$ cat src/rtl/serial_paste_buffer.sv
// Host-to-ACIA serial repeater: buffers line-rate host bytes in a FIFO and replays them with inter-character gaps.
// Optional build macro PASTE_LF_STRIP_EN drops received 0x0A bytes so CR/LF pastes arrive as bare CR.

module serial_paste_buffer #(
    parameter int CLKS_PER_BIT  = 434,
    parameter int FIFO_AW       = 6,
    parameter int CHAR_GAP_CLKS = 50000,
    parameter int CR_GAP_CLKS   = 5000000
) (
    input  logic               clk,
    input  logic               reset_n,
    input  logic               host_rx,
    output logic               cpu_rx,
    output logic [FIFO_AW:0]   fifo_count,
    output logic               overrun,
    output logic               frame_err,
    output logic               busy
);

    localparam int DEPTH   = 1 << FIFO_AW;
    localparam int CW      = FIFO_AW + 1;
    localparam int BIT_CW  = $clog2(CLKS_PER_BIT);
    localparam int GAP_MAX = (CR_GAP_CLKS > CHAR_GAP_CLKS) ? CR_GAP_CLKS : CHAR_GAP_CLKS;
    localparam int GAP_W   = ($clog2(GAP_MAX) > 23) ? $clog2(GAP_MAX) : 23;

    localparam logic [BIT_CW-1:0] BIT_LAST      = BIT_CW'(CLKS_PER_BIT - 1);
    localparam logic [BIT_CW-1:0] HALF_LAST     = BIT_CW'(CLKS_PER_BIT / 2 - 1);
    localparam logic [GAP_W-1:0]  CHAR_GAP_LAST = GAP_W'(CHAR_GAP_CLKS - 1);
    localparam logic [GAP_W-1:0]  CR_GAP_LAST   = GAP_W'(CR_GAP_CLKS - 1);
    localparam logic [CW-1:0]     FULL_COUNT    = CW'(DEPTH);

    if (CLKS_PER_BIT < 4) begin : g_bad_clks_per_bit
        $error("serial_paste_buffer: CLKS_PER_BIT must be at least 4");
    end

    typedef enum logic [1:0] {
        RX_IDLE,
        RX_START,
        RX_DATA,
        RX_STOP
    } rx_state_t;

    typedef enum logic [2:0] {
        TX_IDLE,
        TX_LOAD,
        TX_START,
        TX_DATA,
        TX_STOP,
        TX_GAP
    } tx_state_t;

    logic              rx_sync1_q, rx_sync1_d;
    logic              rx_sync2_q, rx_sync2_d;
    logic              rx_prev_q, rx_prev_d;
    rx_state_t         rx_state_q, rx_state_d;
    logic [BIT_CW-1:0] rx_cnt_q, rx_cnt_d;
    logic [2:0]        rx_bit_q, rx_bit_d;
    logic [7:0]        rx_shift_q, rx_shift_d;
    logic              rx_valid;
    logic              rx_ferr;

    logic [7:0]         mem [DEPTH];
    logic [FIFO_AW-1:0] wr_ptr_q, wr_ptr_d;
    logic [FIFO_AW-1:0] rd_ptr_q, rd_ptr_d;
    logic [CW-1:0]      count_q, count_d;
    logic [7:0]         rd_data_q, rd_data_d;
    logic               overrun_q, overrun_d;
    logic               push_req;
    logic               push;
    logic               pop;
    logic               fifo_full;
    logic               fifo_empty;

    tx_state_t         tx_state_q, tx_state_d;
    logic [BIT_CW-1:0] tx_cnt_q, tx_cnt_d;
    logic [2:0]        tx_bit_q, tx_bit_d;
    logic [7:0]        tx_shift_q, tx_shift_d;
    logic              tx_is_cr_q, tx_is_cr_d;
    logic [GAP_W-1:0]  gap_cnt_q, gap_cnt_d;
    logic              cpu_rx_q, cpu_rx_d;
    logic              busy_q, busy_d;

    // Receiver: synchronise the pin, find the start edge, then sample mid-bit.
    always_comb begin
        rx_sync1_d = host_rx;
        rx_sync2_d = rx_sync1_q;
        rx_prev_d  = rx_sync2_q;
        rx_state_d = rx_state_q;
        rx_cnt_d   = rx_cnt_q;
        rx_bit_d   = rx_bit_q;
        rx_shift_d = rx_shift_q;
        rx_valid   = 1'b0;
        rx_ferr    = 1'b0;
        case (rx_state_q)
            RX_IDLE: begin
                if (rx_prev_q && !rx_sync2_q) begin
                    rx_state_d = RX_START;
                    rx_cnt_d   = '0;
                end
            end
            RX_START: begin
                if (rx_cnt_q == HALF_LAST) begin
                    rx_cnt_d   = '0;
                    rx_bit_d   = '0;
                    rx_state_d = rx_sync2_q ? RX_IDLE : RX_DATA;
                end else begin
                    rx_cnt_d = rx_cnt_q + BIT_CW'(1);
                end
            end
            RX_DATA: begin
                if (rx_cnt_q == BIT_LAST) begin
                    rx_cnt_d   = '0;
                    rx_shift_d = {rx_sync2_q, rx_shift_q[7:1]};
                    rx_bit_d   = rx_bit_q + 3'd1;
                    if (rx_bit_q == 3'd7) begin
                        rx_state_d = RX_STOP;
                    end
                end else begin
                    rx_cnt_d = rx_cnt_q + BIT_CW'(1);
                end
            end
            RX_STOP: begin
                if (rx_cnt_q == BIT_LAST) begin
                    rx_cnt_d   = '0;
                    rx_state_d = RX_IDLE;
                    if (rx_sync2_q) begin
                        rx_valid = 1'b1;
                    end else begin
                        rx_ferr = 1'b1;
                    end
                end else begin
                    rx_cnt_d = rx_cnt_q + BIT_CW'(1);
                end
            end
            default: rx_state_d = RX_IDLE;
        endcase
    end

`ifdef PASTE_LF_STRIP_EN
    assign push_req = rx_valid && (rx_shift_q != 8'h0A);
`else
    assign push_req = rx_valid;
`endif

    // Full is judged on the registered count, so a pop in the same cycle cannot rescue a push.
    always_comb begin
        fifo_full  = (count_q == FULL_COUNT);
        fifo_empty = (count_q == '0);
        push       = push_req && !fifo_full;
        overrun_d  = overrun_q || (push_req && fifo_full);
        wr_ptr_d   = push ? (wr_ptr_q + FIFO_AW'(1)) : wr_ptr_q;
        rd_ptr_d   = pop ? (rd_ptr_q + FIFO_AW'(1)) : rd_ptr_q;
        rd_data_d  = pop ? mem[rd_ptr_q] : rd_data_q;
        case ({push, pop})
            2'b10:   count_d = count_q + CW'(1);
            2'b01:   count_d = count_q - CW'(1);
            default: count_d = count_q;
        endcase
        busy_d = (tx_state_q != TX_IDLE) || !fifo_empty;
    end

    always_comb begin
        tx_state_d = tx_state_q;
        tx_cnt_d   = tx_cnt_q;
        tx_bit_d   = tx_bit_q;
        tx_shift_d = tx_shift_q;
        tx_is_cr_d = tx_is_cr_q;
        gap_cnt_d  = gap_cnt_q;
        pop        = 1'b0;
        case (tx_state_q)
            TX_IDLE: begin
                if (!fifo_empty) begin
                    pop        = 1'b1;
                    tx_state_d = TX_LOAD;
                end
            end
            TX_LOAD: begin
                tx_shift_d = rd_data_q;
                tx_is_cr_d = (rd_data_q == 8'h0D);
                tx_cnt_d   = '0;
                tx_state_d = TX_START;
            end
            TX_START: begin
                if (tx_cnt_q == BIT_LAST) begin
                    tx_cnt_d   = '0;
                    tx_bit_d   = '0;
                    tx_state_d = TX_DATA;
                end else begin
                    tx_cnt_d = tx_cnt_q + BIT_CW'(1);
                end
            end
            TX_DATA: begin
                if (tx_cnt_q == BIT_LAST) begin
                    tx_cnt_d   = '0;
                    tx_shift_d = {1'b1, tx_shift_q[7:1]};
                    tx_bit_d   = tx_bit_q + 3'd1;
                    if (tx_bit_q == 3'd7) begin
                        tx_state_d = TX_STOP;
                    end
                end else begin
                    tx_cnt_d = tx_cnt_q + BIT_CW'(1);
                end
            end
            TX_STOP: begin
                if (tx_cnt_q == BIT_LAST) begin
                    tx_cnt_d   = '0;
                    gap_cnt_d  = '0;
                    tx_state_d = TX_GAP;
                end else begin
                    tx_cnt_d = tx_cnt_q + BIT_CW'(1);
                end
            end
            TX_GAP: begin
                if (gap_cnt_q == (tx_is_cr_q ? CR_GAP_LAST : CHAR_GAP_LAST)) begin
                    tx_state_d = TX_IDLE;
                end else begin
                    gap_cnt_d = gap_cnt_q + GAP_W'(1);
                end
            end
            default: tx_state_d = TX_IDLE;
        endcase
        // Line level follows the next state so cpu_rx comes straight from a flop.
        case (tx_state_d)
            TX_START: cpu_rx_d = 1'b0;
            TX_DATA:  cpu_rx_d = tx_shift_d[0];
            default:  cpu_rx_d = 1'b1;
        endcase
    end

    always_ff @(posedge clk or negedge reset_n) begin
        if (!reset_n) begin
            rx_sync1_q <= 1'b1;
            rx_sync2_q <= 1'b1;
            rx_prev_q  <= 1'b1;
            rx_state_q <= RX_IDLE;
            rx_cnt_q   <= '0;
            rx_bit_q   <= '0;
            rx_shift_q <= '0;
            wr_ptr_q   <= '0;
            rd_ptr_q   <= '0;
            count_q    <= '0;
            rd_data_q  <= '0;
            overrun_q  <= 1'b0;
            tx_state_q <= TX_IDLE;
            tx_cnt_q   <= '0;
            tx_bit_q   <= '0;
            tx_shift_q <= '0;
            tx_is_cr_q <= 1'b0;
            gap_cnt_q  <= '0;
            cpu_rx_q   <= 1'b1;
            busy_q     <= 1'b0;
        end else begin
            rx_sync1_q <= rx_sync1_d;
            rx_sync2_q <= rx_sync2_d;
            rx_prev_q  <= rx_prev_d;
            rx_state_q <= rx_state_d;
            rx_cnt_q   <= rx_cnt_d;
            rx_bit_q   <= rx_bit_d;
            rx_shift_q <= rx_shift_d;
            wr_ptr_q   <= wr_ptr_d;
            rd_ptr_q   <= rd_ptr_d;
            count_q    <= count_d;
            rd_data_q  <= rd_data_d;
            overrun_q  <= overrun_d;
            tx_state_q <= tx_state_d;
            tx_cnt_q   <= tx_cnt_d;
            tx_bit_q   <= tx_bit_d;
            tx_shift_q <= tx_shift_d;
            tx_is_cr_q <= tx_is_cr_d;
            gap_cnt_q  <= gap_cnt_d;
            cpu_rx_q   <= cpu_rx_d;
            busy_q     <= busy_d;
        end
    end

    // Storage keeps its contents across reset; only the pointers are cleared.
    always_ff @(posedge clk) begin
        if (push) begin
            mem[wr_ptr_q] <= rx_shift_q;
        end
    end

    assign cpu_rx     = cpu_rx_q;
    assign fifo_count = count_q;
    assign overrun    = overrun_q;
    assign frame_err  = rx_ferr;
    assign busy       = busy_q;

endmodule

$ cat config.mk
export PLATFORM = sky130hd
export DESIGN_NAME = serial_paste_buffer
export DESIGN_NICKNAME = d
export VERILOG_FILES = /design/src/rtl/serial_paste_buffer.sv
export SDC_FILE = /design/constraint.sdc
export NUM_CORES = 1
export LEC_CHECK = 0
export CAP_MARGIN = 20
export CORE_ASPECT_RATIO = 0.7
export CORE_MARGIN = 2
export CORE_UTILIZATION = 40
export DETAILED_ROUTE_END_ITERATION = 7
export PLACE_DENSITY = 0.64
export REMOVE_ABC_BUFFERS = 1
export SLEW_MARGIN = 20
export SYNTH_ARGS = -nofsm -noshare
export SYNTH_HDL_FRONTEND = slang
export SYNTH_SLANG_ARGS = --single-unit
$ cat constraint.sdc
create_clock -name clk -period 3.5 [get_ports clk]
set_input_delay 0.7 -clock clk [delete_from_list [all_inputs] [get_ports clk]]
set_output_delay 0.7 -clock clk [all_outputs]
set_load 0.005 [all_outputs]
Yosys cells after proc, flatten, opt, wreduce, memory -nomap -nowiden
Memory sizes are Yosys's and may differ from the RTL's. A register that Yosys moved wholly into a read port is not among the register bits.
Cells that the tools add are included.
{ "totals": {"register_bits": 94, "latchBits": 0, "mem_bits_rw": 512, "romBits": 0, "input_bits": 3, "elab_cells": 130, "memories": 1} }
{ "op_classes": {"add_sub_neg": 9, "n_mul": 0, "div_mod_pow": 0, "n_lt_le_gt_ge": 0, "n_eq_ne": 29, "shifts": 0, "n_mux": 44, "n_bitwise": 0, "n_reduce_logical": 27} }
{ "mem_list": {"columns": ["name", "words", "word_bits", "read_ports", "rd_clocked_by_memory_dff", "wr", "line", "rtl"], "rows": [
  ["mem", 64, 8, 1, 1, 1, "62", "logic [7:0] mem [DEPTH];"]
]} }
{ "op_table": {"columns": ["cell", "n"], "rows": [
  ["23-bit two-way mux", 3],
  ["23-bit case mux with 2 select lines", 1],
  ["9-bit two-way mux", 4],
  ["3-bit two-way mux", 10],
  ["9-bit case mux with 3 select lines", 1],
  ["23-bit by 1-bit adder with 23-bit output (second input constant)", 1],
  ["23-bit equality test", 1],
  ["9-bit by 1-bit adder with 9-bit output (second input constant)", 2],
  ["9-bit equality test (second input constant)", 2],
  ["2-bit != test (second input constant)", 9],
  ["3-bit case mux with 6 select lines", 1],
  ["9-bit case mux with 2 select lines", 1],
  ["8-bit case mux with 2 select lines", 1],
  ["7-bit case mux with 2 select lines", 1],
  ["6-bit by 1-bit adder with 6-bit output (second input constant)", 2],
  ["3-bit by 2-bit equality test with 1-bit output (second input constant)", 4],
  ["3-bit equality test (second input constant)", 4],
  ["2-bit two-way mux", 6],
  ["3-bit case mux with 2 select lines", 2],
  ["2-bit nonzero test", 6],
  ["1-bit two-way mux", 10],
  ["9-bit by 8-bit equality test with 1-bit output (second input constant)", 1],
  ["3-bit AND reduction", 3],
  ["8-bit by 4-bit equality test with 1-bit output (second input constant)", 1],
  ["other kinds (21)", 32]
]} }

Longest topological paths before layout
Gate-level depths: netlist of the first run.
{ "depth": {"word_depth": 6, "mapped_depth": 14, "depth_no_buf": 13} }

Worst setup path after synthesis of the first run
No wires, ideal clock.
{ "synth_timing": {"path_type": "reg2reg", "from": "reg tx_state_q[2]", "to": "reg count_q[6], in the netlist fifo_count[6]", "setup_ns": 0.079, "arrival_ns": 2.939, "path_slack_ns": 0.482, "path_stages_with_launch": 14, "path_buffers": 2, "cell_sequence": "dfrtp_1 > buf_4 > or3_1 > or2_1 > inv_2 > ha_1 > clkbuf_1 > xor2_1 > ha_1 > a21oi_1 > o22ai_1 > or3_1 > a31oi_1 > xor2_1"} }
{ "synth_between": {"elab_chain_cells": 4} }
{ "synth_rtl": {"columns": ["item", "line", "rtl"], "rows": [
  ["start: declaration", "74", "tx_state_t tx_state_q, tx_state_d;"],
  ["start signal: assignment", "265", "tx_state_q <= tx_state_d;"],
  ["3-bit logical NOT (*)", "170", "case (tx_state_q)"],
  ["1-bit two-way mux (*)", "170", null],
  ["net pop", "70", "logic pop;"],
  ["2-bit by 1-bit equality test with 1-bit output / 2-bit equality test (equally long branches)", "154", "case ({push, pop})"],
  ["7-bit case mux with 2 select lines / 2-bit nonzero test (equally long branches)", null, null],
  ["end signal: assignment", "262", "count_q <= count_d;"],
  ["end: declaration", "65", "logic [CW-1:0] count_q, count_d;"]
]} }
Mark *: on every way through the listed nets, which the timed path passes. The rest lies on a longest branch.
A chain may end at the register's enable or synchronous reset.

Final worst setup path of the first run
{ "layout_timing": {"from": "reg rx_cnt_q[1]", "to": "out frame_err"} }
{ "layout_between": {"elab_chain_cells": 3} }
{ "layout_rtl": {"columns": ["item", "line", "rtl"], "rows": [
  ["start: declaration", "56", "logic [BIT_CW-1:0] rx_cnt_q, rx_cnt_d;"],
  ["start signal: assignment", "257", "rx_cnt_q <= rx_cnt_d;"],
  ["9-bit equality test", "123", "if (rx_cnt_q == BIT_LAST) begin"],
  ["1-bit two-way mux", "123", null],
  ["1-bit two-way mux", "94", "case (rx_state_q)"],
  ["end: declaration", "16", "output logic frame_err,"]
]} }
No other way between the ends.

==> results list, run 1 <==
* Leakage power total: roughly 8.4 nW
- Worst slew slack as a fraction of its limit: about a quarter
- Simple-gate share of the synthesized area: under 10%
- Post-synthesis instance area: about 25,000 um2
* Peak supply drop: between 0.4 and 0.5 mV
- Standard cell area after detailed placement: approximately 27,000 um2
* Via count of the first global-routing pass: 14,094
* Portion of the clock cycle consumed by the worst path in the final layout: a little over nine tenths
- The first TritonRoute pass finished after 5 iterations.
- The clock passes through at most 3 buffers.
- The synthesized design contains 512 enable-type register cells.
- By startpoint and endpoint, the worst setup path is classified as register to primary output.
* Pin count of the biggest net entering global routing: 57
- The path class of the tightest hold or removal check is primary input to asynchronous set/reset pin.
- After detailed routing, the number of vias per cell comes to 5.50.
* Sink count of the clock tree: slightly above 600
* I/O Buffers: 13
* Total via count after detailed routing: 14,320
- Detailed placement ended at an HPWL of roughly 36,000 um.
- Arrival time at the worst endpoint: 2650 ps
- Max-slew violation total from the final report: 0
- For this run, the number of Yosys warnings is 0.
* TritonCTS clock tree: done
* Hold Violations, Final: 0
- Mux cell area share after synthesis: roughly an eighth
- Crit. End Element: primary output
- Buffers inserted during post-CTS setup optimization: 0
* Die Area: ~65,000 um2
- Async set-reset flop share out of synthesis: 16.6%
- GRT Util Overall: 17.5%
- Area growth from synthesis to layout: 14.2%
- Buffers inserted during clock tree synthesis total 57.
* Share of the synthesized area in compound gates (AO/OA/AOI/OAI): around 5.4%
- STA classifies the critical path startpoint as a register.
- Gp weighted congestion: between 0.8 and 0.9
* GR Overflow Total: 0
* Post-synthesis sequential area ratio: between 70% and 80%
- Of the total synthesized cell area, the portion taken by full adders, half adders and majority gates is less than 1%.
* Register area: ~18,000 um2
- By area, the combinational part of the netlist is dominated by multiplexers.
- The number of hold buffers added after CTS was 0.
- H-tree levels: 2
* RSZ-0062 raised after global routing: false
- In the final layout, the multi-input gates occupy 6950 um2.
- At the end of the flow the core is filled with cells to 46.0%.
* Slew at the pin closest to its max-slew limit: between 1000 and 1500 ps
* Primary flip-flop cell chosen by synthesis mapping: sky130_fd_sc_hd__edfxtp_1
- Mean cell area of the mapped netlist: 15.5 um2
* Initial Util: roughly 40%
- Antenna violations before repair: 2
- Measured along the x axis, the die boundary spans between 300 and 400 um.
- The library cell used most frequently in the layout, excluding fill and tap cells, is sky130_fd_sc_hd__edfxtp_1.
* Pwr Density: 496 nW/um2
- Number of nets in the final layout: between 1,500 and 2,000
- Drt first-iter violations: approximately 1,600
* Final WL: roughly 57,000 um
- Post-Synth XOR/XNOR Area: under 10%
* Final critical-path required period: around 3300 ps
- Summing all non-filler instances in the final layout gives an area of 28,900 um2.
- For this run, the top clock speed supported by timing is 0.299 GHz.
- The core region is 62,900 um2.
- For this run, design rule violations remaining after detail routing come to 0.
- The flow ran to the end, and the final reports show no timing, DRC or antenna violations.
- Clock transition at the registers of the reported paths: approximately 70 ps
* Filler instances: between 5,000 and 6,000
- Before CTS, the worst setup slack after placement is between 300 and 400 ps.
- The library cells used most frequently in the layout, excluding fill and tap cells, are sky130_fd_sc_hd__edfxtp_1 (512), sky130_fd_sc_hd__mux2i_1 (188), sky130_fd_sc_hd__nor2_1 (159), sky130_fd_sc_hd__buf_4 (102), sky130_fd_sc_hd__dfrtp_1 (87).
- Across the run, the number of max-cap violations was 0.
- In the final routed layout, each cell accounts on average for 21.9 um.
* Diode insertion count for antenna repair: 0
- Post-synthesis instance total: 1,634
* Post-cts repair resize count: 1
- Smallest setup slack after layout: between 150 and 200 ps
- The clock reaches the later pin of the worst-skew pair after a little over 600 ps.
- Worst Path Max Fanout: 4
- Layout cells sized above 1: roughly 16%
* Row count: 77
* Floorplan die height: 215 um
- Between clock sinks in the finished design, the worst skew comes to 20.7 ps.
- Post-synthesis sequential element count: just over 600
- The tree is rooted in a sky130_fd_sc_hd__clkbuf_16.
* Critical Path RT: between 2000 and 3000 ps
- Yosys mapped the design onto 75 distinct sky130hd cell types.
- The first global-routing pass estimated around 87,000 um of wire.
- Number of setup violations in the final report: 0
- Across all register-to-register paths, the minimum setup slack is between 300 and 400 ps.
* Remaining antenna violation count: 0
- 14 I/O pins were placed.
## synthesized netlist by cell type (4+ instances only)
| library cell | count | area (um2) |
|---|---|---|
| sky130_fd_sc_hd__mux2_2 | 9 | 101 |
| sky130_fd_sc_hd__o21ai_0 | 70 | 350 |
| sky130_fd_sc_hd__nand2_1 | 65 | 244 |
| sky130_fd_sc_hd__o22ai_1 | 43 | 269 |
| sky130_fd_sc_hd__nor3_1 | 22 | 110 |
| sky130_fd_sc_hd__nor3b_1 | 5 | 37.5 |
| sky130_fd_sc_hd__nor4_1 | 19 | 119 |
| sky130_fd_sc_hd__ha_1 | 15 | 188 |
| sky130_fd_sc_hd__dfrtp_1 | 98 | 2450 |
| sky130_fd_sc_hd__nand4_1 | 13 | 81.3 |
| sky130_fd_sc_hd__buf_2 | 20 | 100 |
| sky130_fd_sc_hd__and3_1 | 17 | 106 |
| sky130_fd_sc_hd__buf_4 | 8 | 60.1 |
| sky130_fd_sc_hd__or3_1 | 7 | 43.8 |
| sky130_fd_sc_hd__nor2b_1 | 5 | 31.3 |
| sky130_fd_sc_hd__nor2_1 | 159 | 597 |
| sky130_fd_sc_hd__a22oi_1 | 32 | 240 |
| sky130_fd_sc_hd__inv_1 | 18 | 67.6 |
| sky130_fd_sc_hd__clkbuf_1 | 47 | 176 |
| sky130_fd_sc_hd__mux4_2 | 48 | 1080 |
| sky130_fd_sc_hd__a21o_1 | 4 | 30.0 |
| sky130_fd_sc_hd__a21oi_1 | 46 | 230 |
| sky130_fd_sc_hd__xor2_1 | 12 | 105 |
| sky130_fd_sc_hd__nand2b_1 | 18 | 113 |
| sky130_fd_sc_hd__nand3b_1 | 12 | 90.1 |
| sky130_fd_sc_hd__nand3_1 | 26 | 130 |
| sky130_fd_sc_hd__edfxtp_1 | 512 | 15400 |
| sky130_fd_sc_hd__mux2i_1 | 188 | 1880 |
| sky130_fd_sc_hd__buf_1 | 5 | 18.8 |
| sky130_fd_sc_hd__dfstp_2 | 4 | 105 |
| sky130_fd_sc_hd__xnor2_1 | 22 | 193 |
| sky130_fd_sc_hd__a32oi_1 | 7 | 61.3 |
## kinds of logic (layout without fill, tap and decap cells)
logic type                 after synthesis  in the layout
xor gates and xnor gates                34             34
buffers and inverters                  103            244
DFF                                    614            614
AOI/OAI and AO/OA                      222            222
muxes                                  245            245
and+or+nand+nor                        401            401
adders and majority gates               15             15
## per-layer routing
| layer | vias to the layer above | share of wire, % | wire (um) | track usage, % |
|---|---|---|---|---|
| li1 | 6473 | - | - | - |
| met1 | 7280 | 47 | 26900 | 26.8 |
| met2 | 493 | 43 | 24500 | 25.1 |
| met3 | 74 | 8.0 | 4590 | 3.78 |
| met4 | 0 | 1.9 | 1110 | 4.65 |
| met5 | - | 0 | 0 | 0 |
## area by class of cell
type	count	area share, %
clock buffer	77	5.51
multi-input combinational	917	24.0
inverter	19	0.247
tap	829	3.59
sequential	614	62.1
timing repair buffer	120	3.48
clock inverter	28	1.07
## sequential cells by signal (all words and copies together) (netlist names), 7 cells and up, named ones only
signal	cells
mem	512
gap_cnt_q	23
rx_cnt_q	9
tx_cnt_q	9
rd_data_q	8
rx_shift_q	8
tx_shift_q	8
fifo_count	7
## where the power goes
group          total [mW]  internal, mW  switching, mW
Sequential           7.90          7.86         0.0433
Clock                6.32          3.69           2.63
Combinational       0.112        0.0424         0.0700
## metrics by stage
| step | setup TNS [ps] | instances | power, mW | hold WS (ps) |
|---|---|---|---|---|
| floorplan | -63410 | 1550 | 8.11 | 345 |
| global placement | 0 | 2499 | 8.16 | 349 |
| detailed placement | 0 | 2499 | 8.17 | 350 |
| CTS | 0 | 2604 | 14.5 | 127 |
| global route | 0 | 2604 | 14.8 | 167 |
| finish | 0 | 2604 | 14.3 | 117 |
## path summary, 6_finish.rpt
kind	from	depth (start not counted)	end
worst max-delay path	rx_cnt_q[1]	6	frame_err
worst min-delay path	reset_n	1	gap_cnt_q[21]
worst max register to register	register	7	mem[11][7]
worst min register to register	rx_sync1_q	0	rx_prev_d
max in group asynchronous	reset_n	2	rx_sync1_q
min in group clk	rx_sync1_q	0	rx_prev_d
## worst max-delay path: stages (launching register included)
cell                              delay [ps]
sky130_fd_sc_hd__dfrtp_1                 400
sky130_fd_sc_hd__inv_1                    90
sky130_fd_sc_hd__ha_1                    150
sky130_fd_sc_hd__nand2_1                  90
sky130_fd_sc_hd__or4_4                   550
sky130_fd_sc_hd__nor4_4                  190
sky130_fd_sc_hd__clkdlybuf4s50_1         550
No activity file was read; power rests on OpenSTA's default activity.
==> run 2, diff against run 1 <==
--- a/config.mk
+++ b/config.mk
@@ -5,7 +5,7 @@
 export SDC_FILE = /design/constraint.sdc
 export NUM_CORES = 1
 export LEC_CHECK = 0
-export CAP_MARGIN = 20
+export CAP_MARGIN = 10
 export CORE_ASPECT_RATIO = 0.7
 export CORE_MARGIN = 2
 export CORE_UTILIZATION = 40
==> results of run 2 <==
Same layout as run 1: the final DEF is identical, and so are final timing and power.
==> run 3, diff against run 2 <==
==> constraint.sdc (replaced) <==
create_clock -name clk -period 4.1 [get_ports clk]
set_input_delay 0.82 -clock clk [delete_from_list [all_inputs] [get_ports clk]]
set_output_delay 0.82 -clock clk [all_outputs]
set_load 0.005 [all_outputs]
==> run 3 against run 2 <==
  * Die area did not move
  * Wire length increased by 0.87%
  * Register-to-register slack improved by 260 ps
  * Largest cell class unchanged
  * Clock power is 13% lower
  * Final area down 1.4%
  * Sequential power decreased by 15%
==> results list, run 3 (synthesis results as in run 1) <==
* Result of the run: finished, final reports clean
* TritonCTS clock tree: done
- The flip-flop count of the largest register after layout is 512 (unchanged).
- The post-route cell area was 28,500 um2 (-1.4%).
- Worst reg2reg startpoint: fifo_count[3]
- Antenna violations before repair: 0 (-2)
* Via count of the first global-routing pass: 14,088 (-0.043%)
- The aggregate negative setup slack came to 0 ps (unchanged).
* GRT Util Overall: 17.6% (+0.065 points)
- Critical Path RT: 3280 ps (+480 ps)
* Horizontal die dimension: 305 um (unchanged)
* Worst Path Max Fanout: 4 (unchanged)
* Hold-fix buffer count after cts: 0 (unchanged)
- The total core area came to 62,900 um2 (unchanged).
- The routed length per instance was 22.5 um (+2.8%).
- Post-cts repair resize count: 0 (-1)
- The cell area reported after detailed placement was 26,600 um2 (-1.6%).
* First-pass GRT wire length: 87,700 um (+0.97%)
- The number of buffers inserted to repair setup after CTS is 0 (unchanged).
- The final number of setup-violating endpoints came to 0 (unchanged).
- Hold Violations, Final: 0 (unchanged)
- Register area: 18,000 um2 (unchanged)
- Worst-case clock skew: 28.4 ps (+7.67 ps)
- Clock insertion delay at the later pin of the skew report: 630 ps (about the same)
- The number of DRC markers in iteration 0 came to 1,542 (-4.5%).
- The detailed-placement wirelength estimate is 36,200 um (-0.41%).
- In the layout the commonest cells are sky130_fd_sc_hd__edfxtp_1 (512), sky130_fd_sc_hd__mux2i_1 (188), sky130_fd_sc_hd__nor2_1 (159), sky130_fd_sc_hd__dfrtp_1 (87), sky130_fd_sc_hd__o21ai_0 (69).
* Arrival time at the worst endpoint: 2770 ps (+120 ps)
- Endpoint of the lowest-slack register-to-register path: fifo_count[6]
- GR Overflow Total: 0 (unchanged)
- The delay of the slowest critical-path stage came to 570 ps (+20 ps).
- Max-slew violation total from the final report: 0 (unchanged)
- In the final layout, the registers with the most flip-flops are mem (512), gap_cnt_q (23).
* Number of cells on the critical path: 6 (unchanged)
- The count of antenna diodes in the layout is 0 (unchanged).
* Pin count of the biggest net entering global routing: 66 (+16%)
* Element type at the critical path start: register
- The utilization of the core after routing is 45.3% (-0.64 points).
* Number of iterations in the first detailed-routing pass: 7 (+2)
- Capturing element of the worst setup path: frame_err
- The final wirelength came to 57,600 um (+0.87%).
* Launch point of the worst path: rx_cnt_q[1]
* I/O Buffers: 13 (unchanged)
* Area of combinational cells with multiple inputs: 6930 um2 (-0.22%)
- The relative slew slack came to 28.1% (+3.0 points).
* # DRC: 0 (unchanged)
- F_max: around 0.28 GHz
- Dividing the final minimum period by the clock period gives between 80 and 90%.
- Total via count after detailed routing: 14,281 (-0.27%)
- The total power divided by cell area was 433 nW/um2 (-13%).
* Class of the most critical hold timing path: primary input to asynchronous set/reset pin
- Vias per inst: 5.59 (+1.6%)
* Peak supply drop: 0.399 mV (-5.2%)
- Gp weighted congestion: 0.911 (+1.3%)
* Die Area: 65,400 um2 (unchanged)
* Slew at the pin closest to its max-slew limit: 1080 ps (-45.5 ps)
- The die extent in y was 215 um (unchanged).
- The largest individual stage delay along the critical path comes from the cell sky130_fd_sc_hd__clkdlybuf4s50_1.
- Max-cap violations: 0 (unchanged)
- The fraction of final layout cells with drive strength greater than 1 is 13.7% (-2.5 points).
- Setup slack of the most critical reg-to-reg path: 570 ps (+260 ps)
- The row count was 77 (unchanged).
* Number of nets in the final layout: 1,694 (-3.0%)
* Final Total Pwr: 12.3 mW (-14%)
* Depth of the worst register-to-register path: 12 (+5)
- Leading cell type in the layout, fill and taps excluded: sky130_fd_sc_hd__edfxtp_1
- Traced cell by cell, the critical path runs through inv_1, ha_1, nand2_1, or4_4, nor4_1, clkdlybuf4s50_1.
* Critical path class: register to primary output
- The buffer depth of the longest clock path came to 3 (unchanged).
- Number of buffers inserted during clock tree synthesis: 59 (+3.5%)
* Area growth from synthesis to layout: 12.6%
- The worst hold slack is 169 ps (+52.0 ps).
* Clock transition at the registers of the reported paths: 60 ps (about the same)
* Leakage power total: 8.13 nW (-3.4%)
* Delay-heaviest family, CP: simple AND/OR/NAND/NOR gates
- Register bank with the most flops: mem
* Initial Util: 40.3% (unchanged)
- The total number of clock tree sinks is 614 (unchanged).
- Final critical-path required period: roughly 3600 ps
* Buffering stage count on the worst path with inverters included: 2 (unchanged)
- Crit. End Element: primary output
* Clock tree root buffer cell: sky130_fd_sc_hd__clkbuf_16
* Ports placed on the boundary: 14 (unchanged)
* RSZ-0062 raised after global routing: false
* H-tree levels: 2 (unchanged)
* Remaining antenna violation count: 0 (unchanged)
* Filler instances: 5,378 (+0.093%)
run 3: how the worst min path moves through the flow:
stage                    endpoint  cells after the start  slack, ps
floorplan               rx_prev_d                      0        350
global placement        rx_prev_d                      0        350
detailed placement      rx_prev_d                      0        350
CTS                 gap_cnt_q[14]                      1        170
global route        gap_cnt_q[15]                      1        190
finish              gap_cnt_q[18]                      1        170
run 3: per-layer routing:
layer / wire, um / part of all wire [%] / GRT usage (%)
met1: 27100 / 47 / 27.0
met2: 25300 / 44 / 25.9
met3: 4000 / 6.9 / 2.81
met4: 1170 / 2.0 / 4.70
met5: 0 / 0 / 0
run 3: layout make-up:
| cell class | instances | area share, % |
|---|---|---|
| well taps | 829 | 3.64 |
| flip-flops and latches | 614 | 63.0 |
| clock inverters | 44 | 1.51 |
| repair buffers | 65 | 1.99 |
| clock buffers | 68 | 5.33 |
| multi-input cells | 917 | 24.3 |
| inverters | 19 | 0.250 |
run 3: report_power, final:
group          total, mW  switching (mW)  leakage (nW)  internal (mW)
Clock               5.50            2.34         0.947           3.16
Sequential          6.74          0.0377          4.90           6.71
Combinational     0.0965          0.0599          2.28         0.0365
run 3: stage by stage:
step           std cells  setup slack, ps
2_1_floorplan       1550            -4320
3_3_place_gp        2444              728
3_5_place_dp        2444              614
4_1_cts             2556              411
5_1_grt             2556              298
6_report            2556              515
